==> src/rtl/hc_rx_port_dispatcher.sv <==
// Receive-side dispatcher: buffers HC RX port bytes in a small FIFO and hands them
// to whichever client (getPacket or directCntl) currently holds the RX grant.
module hc_rx_port_dispatcher #(
    parameter int unsigned FIFO_DEPTH = 4,
    parameter int unsigned FIFO_AW    = 2
) (
    input  logic       clk,
    input  logic       rst,
    input  logic [7:0] RxPortData,
    input  logic [7:0] RxPortCntl,
    input  logic       RxPortRdy,
    input  logic       getPacketReq,
    output logic       getPacketGnt,
    output logic       getPacketRdy,
    input  logic       getPacketAck,
    input  logic       directCntlReq,
    output logic       directCntlGnt,
    output logic       directCntlRdy,
    input  logic       directCntlAck,
    output logic [7:0] rxData,
    output logic [7:0] rxCntl,
    output logic       rxOverflow,
    output logic       rxDropped
);

    localparam int unsigned CW = FIFO_AW + 1;
    localparam int unsigned EW = 16;

    typedef enum logic [2:0] {
        ST_START   = 3'd0,
        ST_IDLE    = 3'd1,
        ST_GNT_PKT = 3'd2,
        ST_GNT_DIR = 3'd3
    } state_e;

    state_e               state_q, state_d;
    logic                 pkt_gnt_q, pkt_gnt_d;
    logic                 dir_gnt_q, dir_gnt_d;
    logic [FIFO_AW-1:0]   wr_ptr_q, wr_ptr_d;
    logic [FIFO_AW-1:0]   rd_ptr_q, rd_ptr_d;
    logic [CW-1:0]        count_q, count_d;
    logic                 overflow_q, overflow_d;
    logic                 dropped_q, dropped_d;
    logic [EW-1:0]        mem_q [FIFO_DEPTH];
    logic [EW-1:0]        mem_d [FIFO_DEPTH];

    logic owner_req;
    logic release_c;
    logic pop_c;
    logic push_c;
    logic full_c;

    assign getPacketGnt  = pkt_gnt_q;
    assign directCntlGnt = dir_gnt_q;
    assign getPacketRdy  = pkt_gnt_q & (count_q != '0);
    assign directCntlRdy = dir_gnt_q & (count_q != '0);
    assign rxData        = mem_q[rd_ptr_q][15:8];
    assign rxCntl        = mem_q[rd_ptr_q][7:0];
    assign rxOverflow    = overflow_q;
    assign rxDropped     = dropped_q;

    // Grant FSM plus FIFO bookkeeping; a release cycle flushes instead of pushing/popping
    always_comb begin
        state_d    = state_q;
        pkt_gnt_d  = pkt_gnt_q;
        dir_gnt_d  = dir_gnt_q;
        wr_ptr_d   = wr_ptr_q;
        rd_ptr_d   = rd_ptr_q;
        count_d    = count_q;
        overflow_d = 1'b0;
        dropped_d  = 1'b0;
        mem_d      = mem_q;
        push_c     = 1'b0;

        owner_req = ((state_q == ST_GNT_PKT) && getPacketReq) ||
                    ((state_q == ST_GNT_DIR) && directCntlReq);
        release_c = ((state_q == ST_GNT_PKT) && !getPacketReq) ||
                    ((state_q == ST_GNT_DIR) && !directCntlReq);
        pop_c     = (getPacketRdy && getPacketAck) || (directCntlRdy && directCntlAck);
        full_c    = (count_q == CW'(FIFO_DEPTH));

        case (state_q)
            ST_START: state_d = ST_IDLE;
            ST_IDLE: begin
                if (getPacketReq) begin
                    state_d   = ST_GNT_PKT;
                    pkt_gnt_d = 1'b1;
                end else if (directCntlReq) begin
                    state_d   = ST_GNT_DIR;
                    dir_gnt_d = 1'b1;
                end
            end
            ST_GNT_PKT: begin
                if (!getPacketReq) begin
                    state_d   = ST_IDLE;
                    pkt_gnt_d = 1'b0;
                end
            end
            ST_GNT_DIR: begin
                if (!directCntlReq) begin
                    state_d   = ST_IDLE;
                    dir_gnt_d = 1'b0;
                end
            end
            default: state_d = ST_START;
        endcase

        if (release_c) begin
            count_d  = '0;
            rd_ptr_d = wr_ptr_q;
        end else if (owner_req) begin
            push_c     = RxPortRdy && (!full_c || pop_c);
            overflow_d = RxPortRdy && full_c && !pop_c;
            if (push_c) begin
                mem_d[wr_ptr_q] = {RxPortData, RxPortCntl};
                wr_ptr_d        = wr_ptr_q + FIFO_AW'(1);
            end
            if (pop_c) begin
                rd_ptr_d = rd_ptr_q + FIFO_AW'(1);
            end
            if (push_c && !pop_c) begin
                count_d = count_q + CW'(1);
            end else if (pop_c && !push_c) begin
                count_d = count_q - CW'(1);
            end
        end

        dropped_d = RxPortRdy && !owner_req;
    end

    always_ff @(posedge clk) begin
        if (rst) begin
            state_q    <= ST_START;
            pkt_gnt_q  <= 1'b0;
            dir_gnt_q  <= 1'b0;
            wr_ptr_q   <= '0;
            rd_ptr_q   <= '0;
            count_q    <= '0;
            overflow_q <= 1'b0;
            dropped_q  <= 1'b0;
            for (int i = 0; i < int'(FIFO_DEPTH); i++) begin
                mem_q[i] <= '0;
            end
        end else begin
            state_q    <= state_d;
            pkt_gnt_q  <= pkt_gnt_d;
            dir_gnt_q  <= dir_gnt_d;
            wr_ptr_q   <= wr_ptr_d;
            rd_ptr_q   <= rd_ptr_d;
            count_q    <= count_d;
            overflow_q <= overflow_d;
            dropped_q  <= dropped_d;
            mem_q      <= mem_d;
        end
    end

endmodule

==> config.mk <==
export PLATFORM = sky130hd
export DESIGN_NAME = hc_rx_port_dispatcher
export DESIGN_NICKNAME = d
export VERILOG_FILES = /design/src/rtl/hc_rx_port_dispatcher.sv
export SDC_FILE = /design/constraint.sdc
export NUM_CORES = 1
export LEC_CHECK = 0
export ABC_AREA = 1
export CAP_MARGIN = 20
export CORE_ASPECT_RATIO = 1.1
export CORE_MARGIN = 2
export CORE_UTILIZATION = 52
export DETAILED_ROUTE_END_ITERATION = 10
export PLACE_DENSITY = 0.82
export SLEW_MARGIN = 10
export SYNTH_ARGS = -nofsm -noshare
export SYNTH_HDL_FRONTEND = slang
export SYNTH_SLANG_ARGS = --single-unit
==> constraint.sdc <==
create_clock -name clk -period 2.4 [get_ports clk]
set_clock_uncertainty 0.2 [all_clocks]
set_input_delay 0.24 -clock clk [delete_from_list [all_inputs] [get_ports clk]]
set_output_delay 0.24 -clock clk [all_outputs]
set_load 0.02 [all_outputs]
==> summary.log <==
INFO  timing         post-route-worst-setup-slack=0.1520ns
INFO  timing         period_needed=2.248ns
INFO  clock_tree     root_buffer=clkbuf_8
INFO  setup_path     classification_of_the_worst_setup_path=reg -> reg
INFO  setup_path     r2r_cells=13
INFO  setup_path     worstSetupEndpointType=register
INFO  global_routing grtUsageMet3=0.03679
INFO  synthesis      synth.lib_cells_used.distinct=24
INFO  clock_tree     htree_levels=3
INFO  clock_tree     clock_insertion_delay_at_the_later_pin_of_the_skew_report=0.35ns
INFO  setup_path     startpoint_class=register
INFO  timing         setup_viol_count_final=0
INFO  timing         max_slew_margin=0.6365
INFO  cells_and_area finish.net_count=759
INFO  placement      place_inst=827
INFO  placement      post-place-ws=-0.03486ns
INFO  status         run_status=finished, final reports clean
INFO  pwr            power_per_cell_area=513.6nW/um^2
INFO  clock_tree     cts_tree=built
INFO  timing         achievable-frequency=444.8MHz
INFO  pwr            p_leak=2.557nW
INFO  global_routing grt_antenna_before_repair=0
INFO  synthesis      synthDominantCellAreaShare=0.3551
INFO  routing        route.detailed.drc=0
INFO  timing         final.setup.tns=0ns
INFO  synthesis      synth_cells=698
INFO  setup_path     r2r-end=count_q[2]$_SDFFE_PP0P_
INFO  routing        drt_pre_antenna_iters=5
INFO  global_routing vias_in_the_first_global_route=4,009
INFO  routing        route.detailed.wl_per_inst=12.64um
INFO  clock_tree     cts.sink_count=77
INFO  worst_hold_path whs_endpoint=rd_ptr_q[1]$_SDFFE_PP0P_
INFO  routing        antenna_left=0
INFO  synthesis      synth_sequential_area_ratio=0.3551
INFO  setup_path     r2r_start=count_q[0]$_SDFFE_PP0P_
INFO  placement      hpwl=6534um
INFO  synthesis      syn-cell-area=4340squm
INFO  floorplan      die_h=99.82um
INFO  worst_hold_path worstHoldStart=rd_ptr_q[1]$_SDFFE_PP0P_
INFO  worst_hold_path worstHoldPathType=reg -> reg
INFO  floorplan      num_rows=34
INFO  timing         rsz_0062_raised_after_global_routing=yes
INFO  global_routing groute.usage.overall=0.2426
INFO  floorplan      design.portCount=45
INFO  setup_path     cp_cell_sequence=nor2_2 > nand2_1 > nand3_2 > nand3_4 > nand2_1 > inv_1 > ha_1 > inv_1 > fa_1 > xnor2_1 > nand3_1 > o21ai_1 > a21oi_1
INFO  global_routing use_met1=0.3093
INFO  timing         worst_pin_slew=0.5453ns
INFO  setup_path     cp.buffers_inverters=2
INFO  floorplan      core=7998squm
INFO  floorplan      die_area=9095squm
INFO  routing        drt-total-wl=10,650um
INFO  clock_tree     cts.clk_slew.worst_paths=0.07ns
INFO  cells_and_area multi_input_area=1999squm
INFO  cells_and_area layout.filler_cells=740
INFO  placement      port_buffers=44
INFO  floorplan      initial_standard_cell_utilization_of_the_core=0.5427
INFO  cells_and_area finalNonFillerCells=842
INFO  clock_tree     cts-buffers-inserted=9
INFO  worst_hold_path hold-path-cell-count=2
INFO  synthesis      syn-num-nets=727
INFO  pwr            power.ir.vdd_worst=0.3591mV
INFO  timing         worst_hold_slack=0.2834ns
INFO  synthesis      yosys.area.top_type=dfxtp_1
INFO  routing        via_count_of_the_routed_design=4,264
INFO  setup_path     cp_max_fo=4
INFO  routing        drtIter0Drc=423
INFO  global_routing grt_max_degree=71
INFO  cells_and_area layout-area-overhead-vs-synth=19.49%
INFO  synthesis      synth_seq_cells=77
INFO  setup_path     rrSetupSlack=0.15ns
INFO  setup_path     critical_path_required=2.44ns
INFO  global_routing grt.overflow.total=0
INFO  global_routing global_route_track_usage_on_met2=0.4188
INFO  timing         final_hold_viol_count=0
INFO  setup_path     cpMaxStageDelayCell=dfxtp_2
INFO  global_routing global_route_wire_length_before_repair=18,060um
INFO  cells_and_area footprint_of_the_flip_flops_and_latches=1544squm
INFO  synthesis      yosys_warnings=0
INFO  cells_and_area antenna-diode-count=0
INFO  cells_and_area post-route-util=0.6485
INFO  routing        via_per_inst=5.064
INFO  job            cap_violations=0
INFO  setup_path     cpPeakStageDelay=0.37ns
INFO  global_routing busiest_layer=met2
INFO  synthesis      netlist_top_cells_area=dfxtp_1 (36%), nand2_1 (15%), inv_1 (13%)
INFO  timing         final_min_period_over_clock_period=0.9367
INFO  cells_and_area post_route_cells_drive_above_1_share=0.08038
INFO  floorplan      die_extent_in_x=91.11um
INFO  clock_tree     buffer_depth_of_the_longest_clock_path=2
INFO  timing         timing_max_transition_violations_final=0
INFO  synthesis      avgSynthCellArea=6.218squm
INFO  setup_path     cp_data_arrival_time=2.29ns
INFO  setup_path     critical_path.top_delay_family=simple AND/OR/NAND/NOR gates
INFO  placement      globalplace.congestion=0.8034
==> where the power goes <==
part           leakage [nW]  internal (W)  switching (W)
Sequential            0.623       0.00130      0.0000170
Combinational          1.83      0.000133       0.000207
Clock                 0.101      0.000528       0.000477
==> metrics by stage <==
stage | area, sq um | power (W)
2_1_floorplan | 4363 | 0.001556
3_3_place_gp | 4982 | 0.001682
3_5_place_dp | 4982 | 0.001689
4_1_cts | 5167 | 0.002667
5_1_grt | 5186 | 0.002765
6_report | 5186 | 0.002664
==> synth_stat cells <==
library cell and count:
nand3_4 5, nand3_2 1, clkbuf_1 26, o21ai_0 23, a21boi_0 2, inv_1 151, dfxtp_1 77, nand2_1 168
a21oi_1 54, buf_2 10, nor2_1 77, ha_1 5, nand4_1 64, buf_1 2, buf_6 1, xnor2_1 1
a21oi_4 1, clkinv_1 2, fa_1 1, nand3_1 9, nand2_2 1, nor3_1 2, inv_2 11, buf_4 4
==> worst max path at each step <==
stage,endpoint,cells after the start,from,slack [ns]
2_1_floorplan,count_q[2]$_SDFFE_PP0P_,12,getPacketGnt$_SDFFE_PP0P_,0.005
3_3_place_gp,count_q[2]$_SDFFE_PP0P_,12,getPacketAck,0.05
3_5_place_dp,count_q[2]$_SDFFE_PP0P_,12,getPacketAck,-0.03
4_1_cts,rxData[5],6,rd_ptr_q[0]$_SDFFE_PP0P_,0.0007
5_1_grt,count_q[2]$_SDFFE_PP0P_,13,count_q[2]$_SDFFE_PP0P_,-0.01
6_report,count_q[2]$_SDFFE_PP0P_,13,count_q[0]$_SDFFE_PP0P_,0.15
==> area by class of cell <==
type                       count  area share
multi-input combinational    414      0.3855
clock buffer                  11     0.02919
clock inverter                 4    0.009168
inverter                     164      0.1187
sequential                    77      0.2977
timing repair buffer          64      0.1337
tap                          108     0.02606
==> kinds of logic after synthesis <==
logic type | Yosys count | synth area share
xor+xnor | 1 | 0.002018
compound gates | 80 | 0.09599
simple gates | 327 | 0.3407
flops | 77 | 0.3551
fa+ha+maj | 6 | 0.01903
buf+inv | 207 | 0.1871
==> routing by layer <==
metal	wire length [um]	vias to the layer above
met5	0	-
met3	661	14
li1	-	2193
met2	5084	131
met4	149	0
met1	4751	1926
==> cells in the final DEF, fill, tap and decap left out <==
| master | n |
|---|---|
| inv_1 | 151 |
| nor3_1 | 2 |
| ha_1 | 5 |
| nand3_4 | 5 |
| nand4_1 | 64 |
| nand3_1 | 7 |
| clkdlybuf4s50_1 | 28 |
| a21boi_0 | 2 |
| o21ai_1 | 1 |
| nand3_2 | 3 |
| buf_4 | 11 |
| a21oi_1 | 54 |
| nand2_2 | 1 |
| clkinv_2 | 2 |
| a21oi_4 | 1 |
| dlymetal6s2s_1 | 5 |
| dfxtp_1 | 75 |
| nor2_2 | 1 |
| clkbuf_8 | 11 |
| nand2_1 | 168 |
| fa_1 | 1 |
| dfxtp_2 | 2 |
| o21ai_0 | 22 |
| clkinv_1 | 2 |
| clkinvlp_4 | 1 |
| nor2_1 | 76 |
| bufinv_16 | 1 |
| inv_2 | 11 |
| dlygate4sd2_1 | 11 |
| xnor2_1 | 1 |
| buf_12 | 8 |
| buf_6 | 1 |
==> flip-flops by register name, indices dropped and copies added, names as in the netlist <==
name           cells
count_q            3
directCntlGnt      1
getPacketGnt       1
mem_q             64
rd_ptr_q           2
rxDropped          1
rxOverflow         1
state_q            2
wr_ptr_q           2
==> worst register-to-register path, cell delays in order, from the launching register on <==
cell and delay [ns]:
dfxtp_2 0.37, nor2_2 0.06, nand2_1 0.10, nand3_2 0.12, nand3_4 0.10, nand2_1 0.05, inv_1 0.05, ha_1 0.15
inv_1 0.05, fa_1 0.37, xnor2_1 0.19, nand3_1 0.13, o21ai_1 0.13, a21oi_1 0.05
==> repair_timing <==
| item | in CTS | in global routing |
|---|---|---|
| hold buffers | 0 | 0 |
| setup endpoints to repair | 11 | 7 |
| pin swaps | 0 | 0 |
| buffers inserted | 0 | 0 |
| gates resized for setup | 11 | 8 |
(Power assumes the default switching activity.)
